$ cat config.mk
export PLATFORM = sky130hd
export DESIGN_NAME = regfile_writeback_ctrl
export DESIGN_NICKNAME = d
export VERILOG_FILES = /design/src/rtl/regfile_writeback_ctrl.sv
export SDC_FILE = /design/constraint.sdc
export NUM_CORES = 1
export LEC_CHECK = 0
export ABC_AREA = 1
export BUFFER_PORTS_ARGS = -buffer_cell sky130_fd_sc_hd__buf_2
export CAP_MARGIN = 25
export CELL_PAD_IN_SITES_DETAIL_PLACEMENT = 1
export CELL_PAD_IN_SITES_GLOBAL_PLACEMENT = 2
export CORE_MARGIN = 5
export CORE_UTILIZATION = 27
export CTS_CLUSTER_SIZE = 28
export DETAILED_ROUTE_END_ITERATION = 8
export PLACE_DENSITY = 0.59
export SLEW_MARGIN = 0
export SYNTH_ARGS = -nofsm -noshare
export SYNTH_HDL_FRONTEND = slang
export SYNTH_SLANG_ARGS = --single-unit
$ cat constraint.sdc
create_clock -name clock -period 2.45 [get_ports clock]
set_input_delay 0.1225 -clock clock [delete_from_list [all_inputs] [get_ports clock]]
set_output_delay 0.1225 -clock clock [all_outputs]
set_load 0.05 [all_outputs]
$ cat src/rtl/regfile_writeback_ctrl.sv
// regfile_writeback_ctrl: write-port driver for the 4x8 register file.
// Write-back results are queued in a small FIFO and issued one at a time on
// write_reg/write_data/signal_regwrite. Optional idle gap cycles after each
// write let the register file refresh its read outputs. hz_stall flags reads
// of registers that still have a queued or in-flight write.
// Optional feature macro: WB_FWD_EN (adds fwd_valid1/2, fwd_data1/2).
module regfile_writeback_ctrl #(
  parameter int DEPTH      = 4,
  parameter int GAP_CYCLES = 0
) (
  input  logic       clock,
  input  logic       reset,
  input  logic       in_valid,
  input  logic [1:0] in_reg,
  input  logic [7:0] in_data,
  output logic       in_ready,
  output logic [1:0] write_reg,
  output logic [7:0] write_data,
  output logic       signal_regwrite,
  input  logic [1:0] chk_reg1,
  input  logic [1:0] chk_reg2,
  output logic       hz_stall,
`ifdef WB_FWD_EN
  output logic       fwd_valid1,
  output logic [7:0] fwd_data1,
  output logic       fwd_valid2,
  output logic [7:0] fwd_data2,
`endif
  output logic       idle
);

  localparam int PW = $clog2(DEPTH);
  localparam int CW = PW + 1;

  typedef enum logic [1:0] {S_IDLE, S_WRITE, S_GAP} state_t;

  state_t        state, state_nxt;
  logic [9:0]    mem [DEPTH];
  logic [PW-1:0] wr_ptr, rd_ptr;
  logic [CW-1:0] count;
  logic [1:0]    gap_cnt, gap_nxt;
  logic          full, push, pop;
  logic          match1, match2;
  logic [PW-1:0] idx;

  assign full     = (count == CW'(DEPTH));
  assign in_ready = !full && !reset;
  assign push     = in_valid && in_ready;
  assign idle     = (count == '0) && (state == S_IDLE);
  assign hz_stall = match1 || match2;

  // Issue sequencing: pop the head when allowed, count out the idle gap.
  always_comb begin
    state_nxt = state;
    gap_nxt   = gap_cnt;
    pop       = 1'b0;
    case (state)
      S_IDLE: begin
        if (count != '0) begin
          pop       = 1'b1;
          state_nxt = S_WRITE;
        end
      end
      S_WRITE: begin
        if (GAP_CYCLES > 0) begin
          state_nxt = S_GAP;
          gap_nxt   = 2'(GAP_CYCLES - 1);
        end else if (count != '0) begin
          pop = 1'b1;
        end else begin
          state_nxt = S_IDLE;
        end
      end
      S_GAP: begin
        if (gap_cnt != '0) begin
          gap_nxt = gap_cnt - 2'd1;
        end else if (count != '0) begin
          pop       = 1'b1;
          state_nxt = S_WRITE;
        end else begin
          state_nxt = S_IDLE;
        end
      end
      default: state_nxt = S_IDLE;
    endcase
  end

  // State, FIFO pointers/count and registered write-port outputs.
  always_ff @(posedge clock) begin
    if (reset) begin
      state           <= S_IDLE;
      gap_cnt         <= '0;
      wr_ptr          <= '0;
      rd_ptr          <= '0;
      count           <= '0;
      write_reg       <= '0;
      write_data      <= '0;
      signal_regwrite <= 1'b0;
    end else begin
      state           <= state_nxt;
      gap_cnt         <= gap_nxt;
      signal_regwrite <= pop;
      if (pop) begin
        write_reg  <= mem[rd_ptr][9:8];
        write_data <= mem[rd_ptr][7:0];
        rd_ptr     <= rd_ptr + PW'(1);
      end
      if (push) wr_ptr <= wr_ptr + PW'(1);
      case ({push, pop})
        2'b10:   count <= count + CW'(1);
        2'b01:   count <= count - CW'(1);
        default: count <= count;
      endcase
    end
  end

  // FIFO storage; push is already gated off during reset via in_ready.
  always_ff @(posedge clock) begin
    if (push) mem[wr_ptr] <= {in_reg, in_data};
  end

  // Hazard match over every valid FIFO entry plus the in-flight write.
  // Entries are scanned oldest to newest so a later match overrides an
  // earlier one, which gives the newest-wins forwarding priority.
  always_comb begin
    match1 = signal_regwrite && (write_reg == chk_reg1);
    match2 = signal_regwrite && (write_reg == chk_reg2);
    idx    = '0;
`ifdef WB_FWD_EN
    fwd_data1 = write_data;
    fwd_data2 = write_data;
`endif
    for (int unsigned i = 0; i < DEPTH; i++) begin
      idx = rd_ptr + PW'(i);
      if (CW'(i) < count) begin
        if (mem[idx][9:8] == chk_reg1) begin
          match1 = 1'b1;
`ifdef WB_FWD_EN
          fwd_data1 = mem[idx][7:0];
`endif
        end
        if (mem[idx][9:8] == chk_reg2) begin
          match2 = 1'b1;
`ifdef WB_FWD_EN
          fwd_data2 = mem[idx][7:0];
`endif
        end
      end
    end
  end

`ifdef WB_FWD_EN
  assign fwd_valid1 = match1;
  assign fwd_valid2 = match2;
`endif

endmodule

==> impl_metrics.csv <==
group,metric,value,unit
finish,drive_gt1_share,18.1,%
finish,final_nets,420,
placement,gp_congestion,0.730,
power,p_per_area,1370,nW/um^2
cts,insertion_delay,0.33,ns
setup_path,cp-end-kind,"primary output",
cts,cts_max_level,3,
yosys,synth-compound-area-share,11.7,%
timing,tightest_slew,0.452,ns
yosys,yosys.area_share.adder,4.08,%
yosys,yosys_warnings,0,
yosys,yosys.area_share.simple,22.5,%
cts,clock-sinks,61,
finish,largestRegisters,"mem: 40 flops, write_data: 8 flops, count: 3 flops",
finish,top_register,"mem",
floorplan,die_width,117,um
timing,setup_tns,0,ns
finish,layout_common_cells,"nand2_1 (82), edfxtp_1 (40), nor2_1 (37)",
cts,cts_buffers,9,
timing,max_freq,454,MHz
global_route,grt_pass1_vias,2588,
setup_path,cp.required,2.33,ns
cts,root_buffer,"clkbuf_16",
setup_path,crit_path_start_kind,"flop",
hold_path,hold_path_class,"input port to flop",
yosys,netlist_area,3070,um^2
status,status,"complete, no violations",
global_route,globalRouteOverflowTotal,0,
setup_path,rrSetupSlack,0.41,ns
yosys,synth.area.mux_share,0,%
timing,rsz0062_at_grt,"no",
global_route,antenna_found_initial,0,
timing,setup_viol_count_final,0,
hold_path,min-delay-start,"in_data[4]",
power,p_leak,0.00165,uW
routing,drtIter0Drc,94,
finish,largest_register_ff_count,40,
yosys,synth_top_family_by_area,"simple AND/OR/NAND/NOR gates",
floorplan,initial_core_util,27.2,%
cts,cts_tree,"built",
cts,path_clk_slew,0.05,ns
yosys,avgSynthCellArea,8.71,um^2
cts,holdBufCountCts,0,
cts,cts_setup_buffers,0,
floorplan,die_area,13600,um^2
global_route,track_usage,13.3,%
power,ir_drop,0.000602,V
run,max-cap-violations,0,
floorplan,die_y,117,um
timing,slew-limit-headroom,69.6,%
timing,fin_crit_sh,89.8,%
timing,hold_violations,0,
setup_path,critPathMaxFanout,20,
cts,cts_resized,0,
placement,numPortBuffers,30,
finish,diodes,0,
setup_path,arrival,2.08,ns
floorplan,ios,31,
finish,area_delta_synth_final,21.4,%
setup_path,crit_type,"flop to primary output",
cts,clockBufferDepth,2,
timing,finClkSkew,0.00630,ns
timing,fin_crit,2.20,ns
routing,drc,0,
routing,wl_per_cell,15.5,um
finish,final_common_cell,"nand2_1",
routing,wirelength,8400,um
timing,slew_violations,0,
global_route,grt_pass1_wl,13500,um
routing,vias_per_cell,4.53,
placement,hpwlAfterDp,6090,um
floorplan,placementRows,39,
setup_path,reg2reg_from,"count[0]",
yosys,synth.distinct_cells,27,
power,power,5090,uW
floorplan,coreArea,11300,um^2
yosys,ys_seq_elements,61,
routing,ant_nets,0,
yosys,postSynthCellCount,352,
yosys,synthesis.nets,379,
yosys,ys_seq_area_share,52.9,%
routing,firstDrtPassIters,4,
yosys,synth-xor-area-share,1.71,%
global_route,grt_max_degree,21,
routing,vias,2451,
## power by group
part	internal, uW	switching [uW]
clock	892	448
sequential	1280	144
combinational	680	1650
total	2850	2240
## metal layers
layer	vias up	track usage (%)	share of wire (%)
li1	1265	-	-
met1	1148	16.2	46
met2	27	23.3	50
met3	11	1.87	2.1
met4	0	5.73	1.9
met5	-	0	0
## final cells by class
type,instances,area [um^2]
Sequential cell,61,1620
Clock buffer,9,225
Tap cell,143,179
Inverter,39,151
Multi-Input combinational cell,243,1230
Fill cell,1342,7550
Clock inverter,7,97.6
Timing Repair Buffer,39,218
## cell usage after synthesis
| master | number | area (um^2) |
|---|---|---|
| nor3_1 | 1 | 5.00 |
| buf_8 | 1 | 15.0 |
| a21oi_1 | 12 | 60.1 |
| o22ai_1 | 9 | 56.3 |
| edfxtp_1 | 40 | 1200 |
| o21ai_1 | 1 | 5.00 |
| nand3b_1 | 1 | 7.51 |
| nand2_4 | 1 | 11.3 |
| buf_2 | 3 | 15.0 |
| dfxtp_1 | 21 | 420 |
| xnor2_1 | 3 | 26.3 |
| o21bai_1 | 8 | 60.1 |
| ha_1 | 10 | 125 |
| buf_6 | 2 | 22.5 |
| nand3_1 | 28 | 140 |
| a31oi_1 | 1 | 6.26 |
| o21ai_0 | 34 | 170 |
| inv_6 | 1 | 8.76 |
| inv_1 | 35 | 131 |
| clkbuf_1 | 2 | 7.51 |
| xor2_1 | 3 | 26.3 |
| nor2_1 | 37 | 139 |
| nand3_2 | 1 | 10.0 |
| inv_2 | 3 | 11.3 |
| nand2_1 | 82 | 308 |
| nand2_2 | 11 | 68.8 |
| buf_4 | 1 | 7.51 |
## cell families (layout without fill, tap and decap cells)
family | after synthesis | in the layout
adder cells (fa/ha/maj) | 10 | 10
flip-flops | 61 | 61
buffers and inverters | 48 | 94
XOR/XNOR | 6 | 6
AND/OR/NAND/NOR | 162 | 162
AO/OA/AOI/OAI | 65 | 65
## worst max-delay path, cell delays in order, from the launching register on
cell and delay (ns):
dfxtp_1 0.38, inv_2 0.31, nand2_1 0.12, nand3_1 0.15, nand2_1 0.11, nand2_1 0.07, nand2_1 0.05, nor2_1 0.09
nand2_1 0.06, nand2_1 0.06, nor2_1 0.05, nand3_1 0.06, buf_2 0.26
## per-stage QoR
stage	cells	util (%)	cell area, um^2	hold slack [ns]	setup slack (ns)
2_1_floorplan	352	-	3070	0.195	0.0657
6_report	541	33.0	3720	0.0113	0.250
4_1_cts	541	33.0	3720	0.00743	0.215
3_3_place_gp	525	30.1	3400	0.337	0.464
5_1_grt	541	33.0	3720	0.0100	0.0475
3_5_place_dp	525	30.1	3400	0.341	0.406
## final timing paths
check,to,depth (start not counted)
max,hz_stall,12
min reg2reg,flop,1
max reg2reg,count[2],9
min,mem[0][4],1
(Power assumes the default switching activity.)
